--- src/rtl/requant_pipeline_pkg.sv ---
// Shared definitions for the requantization pipeline: output clamp modes and
// the values every channel's config entry takes out of reset.
package requant_pipeline_pkg;

  typedef enum logic {
    QMODE_INT8 = 1'b0,
    QMODE_WIDE = 1'b1
  } qmode_e;

  localparam int DEF_SCALE = 1;
  localparam int DEF_SHIFT = 0;
  localparam int DEF_ZP    = 0;

endpackage

--- src/rtl/requant_sat.sv ---
// Combinational clamp of a wide signed value to int8 or OUT_W-bit signed range,
// flagging whether the clamp changed the value.
module requant_sat
  import requant_pipeline_pkg::*;
#(
  parameter int IN_W  = 49,
  parameter int OUT_W = 16
) (
  input  logic signed [IN_W-1:0]  i_val,
  input  qmode_e                  i_mode,
  output logic signed [OUT_W-1:0] o_val,
  output logic                    o_sat
);

  localparam logic signed [IN_W-1:0] MAX_WIDE = {{(IN_W-OUT_W+1){1'b0}}, {(OUT_W-1){1'b1}}};
  localparam logic signed [IN_W-1:0] MAX_INT8 = {{(IN_W-7){1'b0}}, 7'h7f};

  logic signed [IN_W-1:0] w_hi;
  logic signed [IN_W-1:0] w_lo;
  logic signed [IN_W-1:0] w_clamp;

  // Lower bound is the bitwise complement of the upper bound (-2^(b-1)).
  always_comb begin
    w_hi    = (i_mode == QMODE_WIDE) ? MAX_WIDE : MAX_INT8;
    w_lo    = ~w_hi;
    w_clamp = i_val;
    o_sat   = 1'b0;
    if (i_val > w_hi) begin
      w_clamp = w_hi;
      o_sat   = 1'b1;
    end else if (i_val < w_lo) begin
      w_clamp = w_lo;
      o_sat   = 1'b1;
    end
  end

  assign o_val = OUT_W'(w_clamp);

endmodule

--- src/rtl/requant_pipeline.sv ---
// Three-stage per-channel requantizer: multiply by channel scale, round-shift,
// add zero point and saturate, with valid/ready back-pressure on every stage.
module requant_pipeline
  import requant_pipeline_pkg::*;
#(
  parameter  int IN_W    = 32,
  parameter  int SCALE_W = 16,
  parameter  int OUT_W   = 16,
  parameter  int CH      = 8,
  parameter  int SHIFT_W = 5,
  parameter  int CNT_W   = 16,
  localparam int CH_W    = $clog2(CH)
) (
  input  logic                      clk,
  input  logic                      rst_n,
  input  logic signed [IN_W-1:0]    s_data,
  input  logic [CH_W-1:0]           s_chan,
  input  logic                      s_valid,
  output logic                      s_ready,
  output logic signed [OUT_W-1:0]   m_data,
  output logic                      m_valid,
  input  logic                      m_ready,
  input  logic                      out_mode,
  input  logic                      cfg_we,
  input  logic [CH_W-1:0]           cfg_chan,
  input  logic signed [SCALE_W-1:0] cfg_scale,
  input  logic [SHIFT_W-1:0]        cfg_shift,
  input  logic signed [OUT_W-1:0]   cfg_zp,
  output logic [CNT_W-1:0]          sat_cnt,
  input  logic                      sat_clr
);

  localparam int P_W = IN_W + SCALE_W;

  // Round half up then arithmetic shift; one guard bit absorbs the bias carry.
  function automatic logic signed [P_W-1:0] round_shift(input logic signed [P_W-1:0] x,
                                                        input logic [SHIFT_W-1:0]  sh);
    logic signed [P_W:0] ext;
    logic signed [P_W:0] bias;
    if (sh == '0) return x;
    bias               = '0;
    bias[sh - 1'b1]    = 1'b1;
    ext                = {x[P_W-1], x} + bias;
    return P_W'(ext >>> sh);
  endfunction

  logic signed [SCALE_W-1:0] r_scale [CH];
  logic [SHIFT_W-1:0]        r_shift [CH];
  logic signed [OUT_W-1:0]   r_zp    [CH];

  // Reads in S1 see the pre-write entry, so a same-cycle write lands on the next sample.
  always_ff @(posedge clk or negedge rst_n) begin
    if (!rst_n) begin
      for (int i = 0; i < CH; i++) begin
        r_scale[i] <= SCALE_W'(DEF_SCALE);
        r_shift[i] <= SHIFT_W'(DEF_SHIFT);
        r_zp[i]    <= OUT_W'(DEF_ZP);
      end
    end else if (cfg_we) begin
      r_scale[cfg_chan] <= cfg_scale;
      r_shift[cfg_chan] <= cfg_shift;
      r_zp[cfg_chan]    <= cfg_zp;
    end
  end

  logic                      w_adv;
  logic signed [P_W-1:0]     w_prod_p0;
  logic signed [P_W-1:0]     r_prod_p1;
  logic [SHIFT_W-1:0]        r_shift_p1;
  logic signed [OUT_W-1:0]   r_zp_p1;
  qmode_e                    r_mode_p1;
  logic                      r_vld_p1;
  logic signed [P_W-1:0]     r_rnd_p2;
  logic signed [OUT_W-1:0]   r_zp_p2;
  qmode_e                    r_mode_p2;
  logic                      r_vld_p2;
  logic signed [P_W:0]       w_sum_p2;
  logic signed [OUT_W-1:0]   w_q_p2;
  logic                      w_sat_p2;
  logic signed [OUT_W-1:0]   r_data_p3;
  logic                      r_sat_p3;
  logic                      r_vld_p3;
  logic [CNT_W-1:0]          r_sat_cnt;

  assign w_adv   = !r_vld_p3 || m_ready;
  assign s_ready = w_adv;

  always_ff @(posedge clk or negedge rst_n) begin
    if (!rst_n) begin
      r_vld_p1 <= 1'b0;
      r_vld_p2 <= 1'b0;
      r_vld_p3 <= 1'b0;
    end else if (w_adv) begin
      r_vld_p1 <= s_valid;
      r_vld_p2 <= r_vld_p1;
      r_vld_p3 <= r_vld_p2;
    end
  end

  // ---- S0 -> S1: table lookup and multiply
  assign w_prod_p0 = P_W'(s_data) * P_W'(r_scale[s_chan]);

  always_ff @(posedge clk) begin
    if (w_adv) begin
      r_prod_p1  <= w_prod_p0;
      r_shift_p1 <= r_shift[s_chan];
      r_zp_p1    <= r_zp[s_chan];
      r_mode_p1  <= qmode_e'(out_mode);
      // ---- S1 -> S2: rounding shift
      r_rnd_p2   <= round_shift(r_prod_p1, r_shift_p1);
      r_zp_p2    <= r_zp_p1;
      r_mode_p2  <= r_mode_p1;
    end
  end

  // ---- S2 -> S3: zero-point offset and saturation
  assign w_sum_p2 = (P_W+1)'(r_rnd_p2) + (P_W+1)'(r_zp_p2);

  requant_sat #(
    .IN_W  (P_W + 1),
    .OUT_W (OUT_W)
  ) u_sat (
    .i_val  (w_sum_p2),
    .i_mode (r_mode_p2),
    .o_val  (w_q_p2),
    .o_sat  (w_sat_p2)
  );

  always_ff @(posedge clk or negedge rst_n) begin
    if (!rst_n) begin
      r_data_p3 <= '0;
      r_sat_p3  <= 1'b0;
    end else if (w_adv) begin
      r_data_p3 <= w_q_p2;
      r_sat_p3  <= w_sat_p2;
    end
  end

  // Clear takes priority over a coincident saturation event.
  always_ff @(posedge clk or negedge rst_n) begin
    if (!rst_n) begin
      r_sat_cnt <= '0;
    end else if (sat_clr) begin
      r_sat_cnt <= '0;
    end else if (r_vld_p3 && m_ready && r_sat_p3 && (r_sat_cnt != '1)) begin
      r_sat_cnt <= r_sat_cnt + 1'b1;
    end
  end

  assign m_data  = r_data_p3;
  assign m_valid = r_vld_p3;
  assign sat_cnt = r_sat_cnt;

endmodule
--- config.mk ---
export PLATFORM = sky130hd
export DESIGN_NAME = requant_pipeline
export DESIGN_NICKNAME = d
export VERILOG_FILES = /design/src/rtl/requant_pipeline_pkg.sv /design/src/rtl/requant_sat.sv /design/src/rtl/requant_pipeline.sv
export SDC_FILE = /design/constraint.sdc
export NUM_CORES = 2
export LEC_CHECK = 0
export CORE_MARGIN = 2
export CORE_UTILIZATION = 38
export DETAILED_ROUTE_END_ITERATION = 6
export GPL_ROUTABILITY_DRIVEN = 0
export SLEW_MARGIN = 25
export SYNTH_ARGS = -nofsm -noshare
export SYNTH_HDL_FRONTEND = slang
export SYNTH_SLANG_ARGS = --single-unit
export TNS_END_PERCENT = 10
--- constraint.sdc ---
create_clock -name clk -period 23.9 [get_ports clk]
set_input_delay 4.78 -clock clk [delete_from_list [all_inputs] [get_ports clk]]
set_output_delay 4.78 -clock clk [all_outputs]
set_load 0.03 [all_outputs]
### Yosys cells after proc, flatten, opt, wreduce, memory -nomap -nowiden

Index checks and enable logic that the tools add are counted.

| operators by class | value |
|---|---|
| add/sub/neg operators | 4 |
| multipliers | 1 |
| magnitude comparators | 7 |
| equal/unequal tests | 1 |
| shift-type cells | 1 |
| muxes and demuxes | 29 |
| bitwise gates (word level) | 3 |
| reduce and logical (&&, ||, !) cells | 9 |

Operators by type and width:

| kind | count |
|---|---|
| $bwmux W128 | 2 |
| $mux W16 | 9 |
| $bmux W16 S3 | 2 |
| $mux W48 | 2 |
| $add A48 B16 Y49 | 1 |
| $add A48 B33 Y49 | 1 |
| $gt A49 B16 Y1 | 1 |
| $lt A49 B49 Y1 | 1 |
| $not A15 Y49 | 1 |
| $sshr A49 B5 Y48 | 1 |
| $demux W16 S3 | 1 |
| $mul A32 B16 Y48 | 1 |
| $bwmux W40 | 1 |
| $add A16 B1 Y16 const B | 1 |
| $ne A16 B16 Y1 const B | 1 |
| $bmux W5 S3 | 1 |
| $demux W5 S3 | 1 |
| $mux W15 | 1 |
| $mux W5 | 3 |
| $ge A4 B4 Y1 const B | 2 |
| $not A3 Y4 | 2 |
| $lt A5 B7 Y1 const B | 1 |
| $demux W1 S5 | 1 |
| $ge A5 B1 Y1 const B | 1 |
| 8 further kinds | 16 |

| storage, ports and cells | value |
|---|---|
| register bits | 467 |
| input port bits | 82 |
| output and inout bits | 34 |
| logic and storage cells | 92 |

### Logic depth before layout (Yosys ltp)

| logic depth | value |
|---|---|
| word-level depth | 8 |
| gate-level depth with buffers | 31 |

### Modules after synthesis

From an unflattened synthesis, not the netlist that was laid out.

| second synthesis, totals | value |
|---|---|
| cell total of the unflattened synthesis | 4486 |
| area total of the unflattened synthesis | 46185.5 um^2 |

Modules (own cells, without submodules):

| module | times used | cells an instance | area each (um^2) |
|---|---|---|---|
| requant_pipeline | 1 | 4371 | 45353.5 |
| requant_sat | 1 | 115 | 832.0 |

### Worst setup path after synthesis

Ideal clock, no wire load.

| timing path | value |
|---|---|
| path type | input-to-output |
| from | in m_ready |
| to | out s_ready |
| arrival time | 9.182 ns |
| data required time | 19.120 ns |
| slack | 9.938 ns |
| cell stages on the path | 4 |
| path buffers | 2 |
| path through | nor2b_1 -> clkbuf_1 -> inv_1 -> buf_1 |

| between the ends | value |
|---|---|
| longest elaborated chain between the ends | 1 |

Ends and longest elaborated chain:

| what | line | source |
|---|---|---|
| from (decl) | requant_pipeline.sv:22 | `input logic m_ready,` |
| $logic_or A1 B1 Y1 | requant_pipeline.sv:85 | `assign w_adv = !r_vld_p3 \|\| m_ready;` |
| to (decl) | requant_pipeline.sv:19 | `output logic s_ready,` |

No other way between the ends.

### Worst setup path in the final report

| timing path | value |
|---|---|
| from | in s_chan[0] |
| to | reg r_prod_p1[47], data pin |

| between the ends | value |
|---|---|
| longest elaborated chain between the ends | 5 |

Ends and longest elaborated chain:

| what | line | source |
|---|---|---|
| from (decl) | requant_pipeline.sv:17 | `input logic [CH_W-1:0] s_chan,` |
| $not A3 Y4 (not written as such) | requant_pipeline.sv:101 | `assign w_prod_p0 = P_W'(s_data) * P_W'(r_scale[s_chan]);` |
| $bmux W16 S3 | requant_pipeline.sv:101 |  |
| $mux W16 (not written as such) (2 in series) | requant_pipeline.sv:101 |  |
| $mul A32 B16 Y48 | requant_pipeline.sv:101 |  |
| net w_prod_p0[47] | requant_pipeline.sv:67 | `logic signed [P_W-1:0] w_prod_p0;` |
| to (signal assigned) | requant_pipeline.sv:105 | `r_prod_p1 <= w_prod_p0;` |
| to (decl) | requant_pipeline.sv:68 | `logic signed [P_W-1:0] r_prod_p1;` |

The timed path passes the listed nets, and every way through them passes these cells. The select of a mux whose other input is x is not followed.
A chain may end at the register's enable or synchronous reset.

==> flow_summary.ini <==
[global_routing]
grt_max_degree = 131
grt_pass1_vias = 36000
grt_pass1_wl_um = 204000
globalRouteTotalUtil_pct = 20.3
grt_overflow = 0
antenna_found_initial = 0

[cts]
post_cts_buffers = 0
cts_resized = 0
cts_made_buffers = 51
clk_latency_ns = 0.63
root_buffer = clkbuf_16
cts.sinks = 467
cts_max_level = 2
postCtsHoldBufs = 0
ctsLongestPathBuffers = 3
cts_tree = done
path_clk_slew_ns = 0.06

[setup_path]
end_kind = flop
path_delay_family = adder cells
path_common_cell = fa_1
cp-start-kind = input pin
critPathKind = input pin to flop
crit_arrival_ns = 14.18
max_stage_delay_ns = 0.82
cp.depth = 29
r2r_end = r_prod_p1[47]
r2r-start = r_scale[10]
rrSetupSlack_ns = 15.00
cp_data_required_time_ns = 24.27
worstPathMaxFanout = 44
crit_buf_inv = 6
reg2regPathDepth = 27
slowest_stage = buf_4

[cells_and_area]
regArea_um2 = 12400
final_core_util_pct = 42.1
fin_nets = 5433
multi_input_area_um2 = 31300
area_growth_pct = 9.69
drive_gt1_share_pct = 13.6
antenna_cells = 0
fillers = 11800

[sta]
period_share_pct = 57.8
max_freq_mhz = 72.4
tightest_slew_ns = 1.06
hold_viol = 0
final-max-slew-violation-count = 0
slew_headroom_pct = 29.2
hold_ws_ns = 0.419
fin_worst_skew_ns = 0.0229
rsz0062_at_grt = false
setup-tns-final_ns = 0
fin_ws_ns = 10.09
min_period_ns = 13.81
final-setup-viol-count = 0

[synth]
synth_top_cells_by_area = fa_1 (21%), dfrtp_1 (17%), edfxtp_1 (8.7%)
synth-seq-area-share_pct = 26.4
synth_top_area_cell = fa_1
synth_flop_cell = dfrtp_1
syn-cell-area_um2 = 46800
syn_area_per_cell_um2 = 10.0
synth_nets = 5464
synth_top_area_share_pct = 20.9
synth_top_cells_by_count = inv_1 (605), fa_1 (488), nand2_1 (457)
synth_seq_cells = 467
syn_inst = 4679
yosysMostFrequentCell = inv_1
yosys_warnings = 0
async_flop_share_pct = 71.1
yosysUniqueCellTypes = 93
synth_enable_flop_cells = 135

[floorplanning]
die_height_um = 355
die_area_um2 = 126000
core-area_um2 = 122000
start_util_pct = 38.4
chipWidth_um = 355
rows = 128
io-pin-count = 116

[route]
wirelength_um = 127000
vias = 34600
drt_iter0_drc = 2716
final_antenna_net_count = 0
dr.pass1.iters = 6
wl_per_cell_um = 20.2
via_per_inst = 5.48
drc = 0

[min_path]
hp-class = flop to flop
hp-start = r_zp_p1[0]
whs_endpoint = r_zp_p2[0]
hold_depth = 0

[place]
port-buffer-count = 115
dp_slack_ns = 9.34
dp_hpwl_um = 93900

[flow_run]
maxCapViolCount = 0

[run_status]
outcome = complete, no violations
==> cell families (layout without fill, tap and decap cells) <==
kind of cell             Yosys count  count (layout)  synth area share [%]
multiplexers                     489             489                  13.7
buffers and inverters            863             875                  6.96
adder cells (fa/ha/maj)          703             703                  26.6
AO/OA/AOI/OAI                    750             750                  10.7
AND/OR/NAND/NOR                 1266            1266                  13.0
XOR/XNOR                         141             141                  2.64
flip-flops                       467             467                  26.4
==> how the worst max path moves through the flow <==
stage / start / to
after floorplan: m_ready / s_ready
after global placement: s_chan[0] / r_prod_p1[47]
after detailed placement: s_chan[0] / r_prod_p1[47]
after CTS: s_chan[0] / r_prod_p1[47]
after global routing: s_chan[0] / r_prod_p1[47]
final: s_chan[0] / r_prod_p1[47]
==> final cells by class <==
| cell class | count | share of cell area (%) |
|---|---|---|
| clock inverter | 22 | 0.619 |
| sequential | 467 | 24.1 |
| inverter | 609 | 4.46 |
| timing repair buffer | 170 | 3.07 |
| tap | 1625 | 3.96 |
| clock buffer | 74 | 2.87 |
| multi-input combinational | 3349 | 60.9 |
==> worst register-to-register path, stage by stage, from the launching register on <==
cell	delay (ns)
dfrtp_1	0.37
mux4_2	0.46
mux2_2	0.57
and2_1	0.35
fa_1	0.53
inv_1	0.05
fa_1	0.53
inv_1	0.05
fa_1	0.48
fa_1	0.52
fa_1	0.55
inv_1	0.06
fa_1	0.52
inv_1	0.04
ha_1	0.34
and3_1	0.21
nand2_1	0.07
nor2_1	0.15
or4b_2	0.62
a41o_1	0.31
o31ai_1	0.33
o41ai_1	0.19
or3_1	0.40
a21oi_1	0.30
a311oi_1	0.22
o21ai_0	0.21
a21oi_1	0.10
xnor2_1	0.12
==> flip-flops by register name (all words and copies together) (netlist names), 5 cells and up <==
signal      cells
r_scale       128
r_zp          128
r_prod_p1      48
r_rnd_p2       48
r_shift        40
m_data         16
r_zp_p1        16
r_zp_p2        16
sat_cnt        16
r_shift_p1      5
==> layout by cell type, fill, tap and decap left out, types with 17 or more instances in the layout <==
cell type          n
nand3_1           47
and3_1            21
inv_1            604
o21bai_1          32
ha_1             215
a21oi_1          221
dfrtp_1          324
or3_1             17
o21ai_0          106
fa_1             488
nand4_1           43
nor2_1           257
a21o_1            79
nor3_1            61
mux4_2            87
xnor2_1           89
mux2_2           344
clkbuf_16         53
nor2b_1          151
nor4_1            17
clkdlybuf4s50_1  110
o21a_1            32
edfxtp_1         135
a31oi_1           27
buf_4             54
o211ai_1          28
nand2b_1          40
nand2_1          457
mux2i_1           51
a211oi_1          33
and2_1            89
xor2_1            52
==> stage by stage <==
step / instances / area [um^2]
6_report: 6316 / 51400
5_1_grt: 6316 / 51400
4_1_cts: 6314 / 51300
3_5_place_dp: 6218 / 49500
3_3_place_gp: 6218 / 49500
2_1_floorplan: 4679 / 46800
==> layer usage <==
layer / vias up / part of all wire [%] / wire length (um) / global-route usage [%]
met5: - / 0 / 0 / 0
met4: 0 / 3.0 / 3860 / 6.15
met3: 205 / 5.1 / 6440 / 2.35
met2: 1009 / 47 / 60200 / 33.7
met1: 17700 / 45 / 57000 / 27.9
li1: 15800 / - / - / -
Power is not shown: default switching activity piles up to over one toggle a cycle in this logic, so the estimate is an artifact.
